[src/rtl/pw_checking_param.sv]
// Password checker: shifts in NUM_DIGITS digits, reads the stored word from PW ROM at intID, compares, then logs in or counts a failure.
// Login follows ROM_LAT+4 edges after the final digit; no backpressure (input pulses outside ENTRY are dropped); PW_LOCK_TIMER_EN adds a timed lockout exit.
module pw_checking_param #(
   parameter int DIGIT_W      = 4,
   parameter int NUM_DIGITS   = 6,
   parameter int ID_W         = 3,
   parameter int ADDR_W       = 5,
   parameter int ROM_LAT      = 2,
   parameter int MAX_ATTEMPTS = 3,
   parameter int LOCK_CYCLES  = 50_000_000
) (
   input  logic                            clk,
   input  logic                            rst,
   input  logic [DIGIT_W-1:0]              pwdigit,
   input  logic                            pwenter,
   input  logic [ID_W-1:0]                 intID,
   input  logic                            isGuest,
   input  logic                            log_out_ctrl,
   input  logic [DIGIT_W*NUM_DIGITS-1:0]   q_PW_ROM,
   output logic [ADDR_W-1:0]               addr_PW_ROM,
   output logic                            log_in_ctrl,
   output logic                            log_out,
   output logic                            isGuest_ctrl,
   output logic [ID_W-1:0]                 intID_ctrl,
   output logic                            locked,
   output logic [3:0]                      fail_cnt
);

   localparam int PW_W   = DIGIT_W * NUM_DIGITS;
   localparam int CNT_W  = (NUM_DIGITS < 2) ? 1 : $clog2(NUM_DIGITS + 1);
   localparam int WAIT_W = (ROM_LAT < 2) ? 1 : $clog2(ROM_LAT + 1);

   typedef enum logic [2:0] {
      ST_ENTRY   = 3'd0,
      ST_FETCH   = 3'd1,
      ST_WAIT    = 3'd2,
      ST_CATCH   = 3'd3,
      ST_COMPARE = 3'd4,
      ST_PASSED  = 3'd5,
      ST_LOCKED  = 3'd6
   } state_t;

   state_t             state;
   logic [CNT_W-1:0]   digit_cnt;
   logic [PW_W-1:0]    pw;
   logic [PW_W-1:0]    rom_q;
   logic [WAIT_W-1:0]  wait_cnt;

`ifdef PW_LOCK_TIMER_EN
   localparam int LOCK_W = (LOCK_CYCLES < 2) ? 1 : $clog2(LOCK_CYCLES);
   logic [LOCK_W-1:0]  lock_tmr;
`endif

   always_ff @(posedge clk or negedge rst) begin
      if (!rst) begin
         state        <= ST_ENTRY;
         digit_cnt    <= '0;
         pw           <= '0;
         rom_q        <= '0;
         wait_cnt     <= '0;
         addr_PW_ROM  <= '0;
         log_in_ctrl  <= 1'b0;
         log_out      <= 1'b0;
         isGuest_ctrl <= 1'b0;
         intID_ctrl   <= '0;
         locked       <= 1'b0;
         fail_cnt     <= 4'd0;
`ifdef PW_LOCK_TIMER_EN
         lock_tmr     <= '0;
`endif
      end else begin
         log_out <= 1'b0;
         case (state)
            ST_ENTRY: begin
               if (pwenter) begin
                  // first digit ends up in the MSBs after NUM_DIGITS shifts
                  pw <= (pw << DIGIT_W) | PW_W'(pwdigit);
                  if (digit_cnt == CNT_W'(NUM_DIGITS - 1)) begin
                     digit_cnt <= '0;
                     state     <= ST_FETCH;
                  end else begin
                     digit_cnt <= digit_cnt + 1'b1;
                  end
               end
            end

            ST_FETCH: begin
               addr_PW_ROM <= ADDR_W'(intID);
               wait_cnt    <= WAIT_W'(ROM_LAT);
               state       <= ST_WAIT;
            end

            ST_WAIT: begin
               // the terminal zero cycle keeps the address settled for ROM_LAT full cycles before CATCH
               if (wait_cnt == '0) begin
                  state <= ST_CATCH;
               end else begin
                  wait_cnt <= wait_cnt - 1'b1;
               end
            end

            ST_CATCH: begin
               rom_q <= q_PW_ROM;
               state <= ST_COMPARE;
            end

            ST_COMPARE: begin
               if (pw == rom_q) begin
                  log_in_ctrl  <= 1'b1;
                  intID_ctrl   <= intID;
                  isGuest_ctrl <= isGuest;
                  fail_cnt     <= 4'd0;
                  state        <= ST_PASSED;
               end else begin
                  if (fail_cnt < 4'(MAX_ATTEMPTS)) begin
                     fail_cnt <= fail_cnt + 4'd1;
                  end
                  if (fail_cnt + 4'd1 >= 4'(MAX_ATTEMPTS)) begin
                     locked <= 1'b1;
                     state  <= ST_LOCKED;
`ifdef PW_LOCK_TIMER_EN
                     lock_tmr <= LOCK_W'(LOCK_CYCLES - 1);
`endif
                  end else begin
                     state <= ST_ENTRY;
                  end
               end
            end

            ST_PASSED: begin
               // logout takes priority over any coincident pwenter, which is simply dropped
               if (log_out_ctrl) begin
                  log_out      <= 1'b1;
                  log_in_ctrl  <= 1'b0;
                  isGuest_ctrl <= 1'b0;
                  intID_ctrl   <= '0;
                  pw           <= '0;
                  state        <= ST_ENTRY;
               end
            end

            ST_LOCKED: begin
               log_in_ctrl <= 1'b0;
`ifdef PW_LOCK_TIMER_EN
               if (lock_tmr == '0) begin
                  locked   <= 1'b0;
                  fail_cnt <= 4'd0;
                  state    <= ST_ENTRY;
               end else begin
                  lock_tmr <= lock_tmr - 1'b1;
               end
`else
               locked <= 1'b1;
`endif
            end

            default: begin
               state        <= ST_ENTRY;
               digit_cnt    <= '0;
               pw           <= '0;
               wait_cnt     <= '0;
               addr_PW_ROM  <= '0;
               log_in_ctrl  <= 1'b0;
               isGuest_ctrl <= 1'b0;
               intID_ctrl   <= '0;
               locked       <= 1'b0;
               fail_cnt     <= 4'd0;
            end
         endcase
      end
   end

endmodule

[config.mk]
export PLATFORM = sky130hd
export DESIGN_NAME = pw_checking_param
export DESIGN_NICKNAME = d
export VERILOG_FILES = /design/src/rtl/pw_checking_param.sv
export SDC_FILE = /design/constraint.sdc
export NUM_CORES = 1
export LEC_CHECK = 0
export CORE_MARGIN = 4
export CORE_UTILIZATION = 67
export DETAILED_ROUTE_END_ITERATION = 12
export DONT_BUFFER_PORTS = 1
export HOLD_SLACK_MARGIN = 0.05
export PLACE_DENSITY = 0.83
export SYNTH_ARGS = -nofsm -noshare
export SYNTH_HDL_FRONTEND = slang
export SYNTH_SLANG_ARGS = --single-unit
export TNS_END_PERCENT = 1
[constraint.sdc]
create_clock -name clk -period 5.3 [get_ports clk]
set_input_delay 1.325 -clock clk [delete_from_list [all_inputs] [get_ports clk]]
set_output_delay 1.325 -clock clk [all_outputs]
set_load 0.01 [all_outputs]
# Word level (Yosys, flattened, before mapping)
# Cells that the tools add are included.
dict set report op_classes {
  n_addsub 3
  n_lt_le_gt_ge 2
  eq_ne 17
  mux 31
  bitwise_logic 9
  n_reduce_logical 18
}
# operator n
set op_table {}
lappend op_table {{$pmux W24 S3} 1}
lappend op_table {{$mux W24} 2}
lappend op_table {{$mux W3} 9}
lappend op_table {{$eq A24 B24 Y1} 1}
lappend op_table {{$or A24 B4 Y24} 1}
lappend op_table {{$pmux W3 S7} 1}
lappend op_table {{$reduce_or A5 Y1} 4}
lappend op_table {{$reduce_or A6 Y1} 3}
lappend op_table {{$ne A2 B2 Y1 const B} 8}
lappend op_table {{$eq A3 B3 Y1 const B} 4}
lappend op_table {{$reduce_and A3 Y1} 4}
lappend op_table {{$pmux W5 S2} 1}
lappend op_table {{$pmux W1 S3} 3}
lappend op_table {{$pmux W3 S3} 1}
lappend op_table {{$mux W4} 2}
lappend op_table {{$not A1 Y1} 8}
lappend op_table {{$pmux W4 S2} 1}
lappend op_table {{$mux W1} 7}
lappend op_table {{$eq A3 B2 Y1 const B} 2}
lappend op_table {{$pmux W2 S3} 1}
lappend op_table {{$pmux W3 S2} 1}
lappend op_table {{$reduce_and A2 Y1} 3}
lappend op_table {{$reduce_and A5 Y1} 1}
lappend op_table {{$add A4 B1 Y4 const B} 1}
lappend op_table {{other kinds (10)} 10}
dict set report word_totals {
  regBits 72
  input_bits 36
  output_inout_bits 16
  elab_cells 92
}

# Depth between registers and ports, before layout
dict set report depth {
  ltp_word 5
  ltp_mapped 7
  mapped_depth_nobuf 6
}

# Worst setup path after synthesis
# No wires, ideal clock.
dict set report synth_timing {
  kind {in2reg}
  startpoint {input port pwenter}
  endpoint {register pw[10]}
  setup_time_ns 0.066
  arrival_ns 2.195
  required_ns 5.234
  path_slack_ns 3.039
  cell_stages 5
  n_path_buf 1
  path_cell_list {nand2b_1 nor2_2 nor2_1 clkbuf_1 a22o_1}
}
dict set report synth_between {
  elab_chain_len 2
}
# item line
set synth_rtl {}
lappend synth_rtl {{start: declaration} 15} ;# input logic pwenter,
lappend synth_rtl {{$ne A2 B2 Y1 (no source line)} n/a}
lappend synth_rtl {{$reduce_and A3 Y1 (no source line)} n/a}
lappend synth_rtl {{end signal: assignment} 77} ;# pw <= (pw << DIGIT_W) | PW_W'(pwdigit);
lappend synth_rtl {{end: declaration} 45} ;# logic [PW_W-1:0] pw;
# Every way passes these cells.
# A chain may end at the register's enable or synchronous reset.

# Final worst setup path
dict set report layout_timing {
  startpoint {input port pwenter}
  endpoint {register pw[19]}
}
# Same word-level chain as after synthesis.

==> impl_summary.log <==
INFO  metric flow.area_growth_from_synthesis = 9.62%
INFO  metric ctsLongestPathBuffers = 2
INFO  metric clock_skew = just over 0.01 ns
INFO  metric placed_cells = 342
INFO  metric core.rowCount = 25
INFO  metric worst_r2r_endpoint = pw[19]
INFO  metric timing.final.hold_violations = 0
INFO  metric finalWorstSetupSlack = 2.74 ns
INFO  metric first_global_vias = 2,268
INFO  metric globalRouteTotalUtil = 0.234
INFO  metric asyncSetResetFlopFracSynth = 1.00
INFO  metric clockRootBuffer = sky130_fd_sc_hd__clkbuf_8
INFO  metric pwr-share-clk = 0.260
INFO  metric critical_path_required = about 5.5 ns
INFO  metric postRouteAntennaNets = 0
INFO  metric postSynthRegisterBits = 70
INFO  metric worst_setup_path_start_kind = input port
INFO  metric finish.utilization = 0.757
INFO  metric avgViaCountPerCell = 6.19
INFO  metric leakage = 1.59 nW
INFO  metric ir_worst_vdd = 0.354 mV
INFO  metric regToRegStartpoint = state[1]
INFO  metric post-route-drc-count = 0
INFO  metric drt-initial-drc-count = 116
INFO  metric detail_route.wirelength = 6590 µm
INFO  metric dp_slack = 2.43 ns
INFO  metric fmaxAchievable = 390 MHz
INFO  metric clk-insertion-delay-late = 0.34 ns
INFO  metric min_to = pw[23]
INFO  metric clk_pin_slew = 0.07 ns
INFO  metric ys_seq_area_frac = 0.537
INFO  metric path_class = input port to flop
INFO  metric totalNegativeSetupSlack = 0 ns
INFO  metric r2r_setup_slack = 2.76 ns
INFO  metric hold_path.startpoint = pw[23]
INFO  metric ratio_of_final_minimum_period_to_clock_period = 0.483
INFO  metric yosysWarnings = 0
INFO  metric buffers_inverters_on_critical_path = 1
INFO  metric netlist_area = approximately 3300 µm²
INFO  metric critPathMaxStageDelay = 0.80 ns
INFO  metric synth_top_cells_by_count = sky130_fd_sc_hd__dfrtp_1, sky130_fd_sc_hd__a22o_1, sky130_fd_sc_hd__mux2_2
INFO  metric post-route-min-period = roughly 2.6 ns
INFO  metric synth_xor_xnor_area_share = 0.0644
INFO  metric timing.critical_path.max_delay_family = simple AND/OR/NAND/NOR gates
INFO  metric dp.final_hpwl = 4540 µm
INFO  metric core_region_area = about 4700 µm²
INFO  metric largest_family_of_logic_cells_by_synthesized_area = compound AO/OA/AOI/OAI gates
INFO  metric p_int = 1.53 mW
INFO  metric synth-edff-count = 0
INFO  metric total_number_of_nets_in_the_final_design = 325
INFO  metric hold_path_class = flop to flop
INFO  metric p_seq_frac = 0.435
INFO  metric finalPower = ~2.3 mW
INFO  metric synth.mux.area_fraction = 0.0828
INFO  metric finish.cell_count_without_fillers = 358
INFO  metric vias = 2,217
INFO  metric drt-pass1-iter-count = 4
INFO  metric globalRoute.totalOverflow = 0
INFO  metric floorplan.io_pins = 52
INFO  metric grt_antenna_before_repair = 0
INFO  metric rsz0062_at_grt = false
INFO  metric pwr_density_cell = 652 nW/µm²
INFO  metric wire_per_inst = ~18 µm
INFO  metric cp_cell_sequence = nand2b_1 > nor2_2 > nor2_1 > buf_4 > a22o_1
INFO  metric placedInstanceArea = between 3000 and 4000 µm²
INFO  metric ratio_of_cells_with_drive_above_1_in_the_final_layout = 0.158
INFO  metric post_synth_fa_ha_maj_area_fraction = 0.0115
INFO  metric clock_sinks = 70
INFO  metric synthesis.instances = between 200 and 300
INFO  metric dieArea = 6050 µm²
INFO  metric yosys-top-cells-area = sky130_fd_sc_hd__dfrtp_1, sky130_fd_sc_hd__mux2_2, sky130_fd_sc_hd__a22o_1, sky130_fd_sc_hd__xor2_1, sky130_fd_sc_hd__nand2_1
INFO  metric synth.most_common_cell = sky130_fd_sc_hd__dfrtp_1
INFO  metric final_max_slew_viol_count = 0
INFO  metric power_switching = 0.800 mW
INFO  metric ff2ff_path_depth = 5
INFO  metric grt_pass1_wl = 10,900 µm
INFO  metric initial_cell_density_of_the_core = 0.691
INFO  metric fraction_of_the_mapped_netlist_area_in_compound_gates = 0.156
INFO  metric yosys.cell_types.count = 44
INFO  metric cts_inserted_buffers = 9
INFO  metric ys.flop_type = sky130_fd_sc_hd__dfrtp_1
INFO  metric die-width = roughly 78 µm
INFO  metric post-cts-setup-buffer-count = 0
INFO  metric cts-resized-gates = 0
INFO  metric maxCapViolations = 0
INFO  metric insertedDiodeCount = 0
INFO  metric final-setup-viol-count = 0
INFO  metric clock_tree_from_tritoncts = done
INFO  metric status = finished clean
INFO  metric crit_path_max_fanout = 26
INFO  metric worstHoldPathCells = 1
INFO  metric cts_hold_repair.buffers = 0
INFO  metric port_buffers = 0
INFO  metric largest_net_degree_at_the_start_of_global_routing = 71
INFO  metric critPathSlowestCell = sky130_fd_sc_hd__nor2_2
INFO  metric synth_top_area_share = 0.537
INFO  metric crit_path_end_kind = flop
INFO  metric syn_avg_cell_area = ~11 µm²
INFO  metric worst_hold_slack = 0.523 ns
INFO  metric slew-limit-headroom = 0.323
INFO  metric finalWeightedCongestion = 0.888
INFO  metric critical_path_arrival = 2.79 ns
INFO  metric stdcell_area = 3580 µm²
INFO  metric power_frac_comb = 0.306
INFO  metric number_of_h_tree_branching_levels = 3
INFO  metric die_y = 77.8 µm
INFO  metric tightest_slew = 1.01 ns
INFO  metric switching_share = 0.343
INFO  metric critical_path.startpoint = pwenter
INFO  metric synth_simple_gate_area_frac = 0.120
INFO  metric synthDominantAreaCellType = sky130_fd_sc_hd__dfrtp_1
flip-flops by register name, summed over array words and instances, names as in the netlist, 2 cells and up:
name and flops:
pw 24, rom_q 24, fail_cnt 4, addr_PW_ROM 3, digit_cnt 3, intID_ctrl 3, state 3, wait_cnt 2
area by class of cell:
class | instances | area (µm²)
Clock buffer | 9 | 124
Clock inverter | 7 | 160
Fill cell | 304 | 1150
Inverter | 7 | 26.3
Multi-Input combinational cell | 197 | 1420
Sequential cell | 70 | 1750
Tap cell | 67 | 83.8
Timing Repair Buffer | 1 | 7.51
how the worst max path moves through the flow:
stage | cells past startpoint | end | slack [ns]
final | 5 | pw[19] | 2.74
after global routing | 4 | rom_q[13] | 2.57
after CTS | 5 | pw[19] | 2.71
after detailed placement | 5 | pw[18] | 2.43
after global placement | 5 | pw[0] | 2.48
after floorplan | 5 | pw[10] | 3.04
kinds of logic (layout without fill, tap and decap cells):
logic type,count (synthesis),in the layout
compound gates,71,71
xor+xnor,24,24
fa+ha+maj,3,3
buf+inv,22,24
flops,70,70
mux,24,24
other cells,1,2
simple gates,73,73
power by group through the flow:
| stage | clock network (mW) | registers [mW] | logic [mW] |
|---|---|---|---|
| after CTS | 0.613 | 1.01 | 0.715 |
| after detailed placement | 0 | 1.02 | 0.706 |
| after global placement | 0 | 1.01 | 0.673 |
| after global routing | 0.640 | 1.04 | 0.792 |
| final | 0.605 | 1.01 | 0.712 |
| after floorplan | 0 | 0.933 | 0.622 |
metal layers:
metal | part of all wire | vias up | track usage
li1 | - | 1043 | -
met5 | 0 | - | 0
met2 | 0.51 | 73 | 0.390
met4 | 0.015 | 0 | 0.0854
met1 | 0.42 | 1089 | 0.286
met3 | 0.054 | 12 | 0.0731
layout by cell type (no fill, tap or decap), types with 2 or more instances in the layout:
cell type,count
sky130_fd_sc_hd__o22ai_1,2
sky130_fd_sc_hd__o31ai_1,4
sky130_fd_sc_hd__nand3_1,8
sky130_fd_sc_hd__nor2_1,17
sky130_fd_sc_hd__xor2_1,20
sky130_fd_sc_hd__conb_1,2
sky130_fd_sc_hd__a22oi_1,3
sky130_fd_sc_hd__a22o_1,24
sky130_fd_sc_hd__clkinv_2,2
sky130_fd_sc_hd__nor2b_1,2
sky130_fd_sc_hd__inv_1,7
sky130_fd_sc_hd__o211ai_1,5
sky130_fd_sc_hd__nand4_1,6
sky130_fd_sc_hd__clkbuf_8,9
sky130_fd_sc_hd__a31oi_1,3
sky130_fd_sc_hd__nor4b_1,2
sky130_fd_sc_hd__a21oi_1,13
sky130_fd_sc_hd__xnor2_1,4
sky130_fd_sc_hd__bufinv_16,5
sky130_fd_sc_hd__mux2_2,24
sky130_fd_sc_hd__ha_1,3
sky130_fd_sc_hd__nand2_1,19
sky130_fd_sc_hd__o21ai_0,10
sky130_fd_sc_hd__dfrtp_1,70
sky130_fd_sc_hd__nor3_1,2
sky130_fd_sc_hd__nor3b_1,2
sky130_fd_sc_hd__nor4_1,5
No activity file was read; power rests on OpenSTA's default activity.
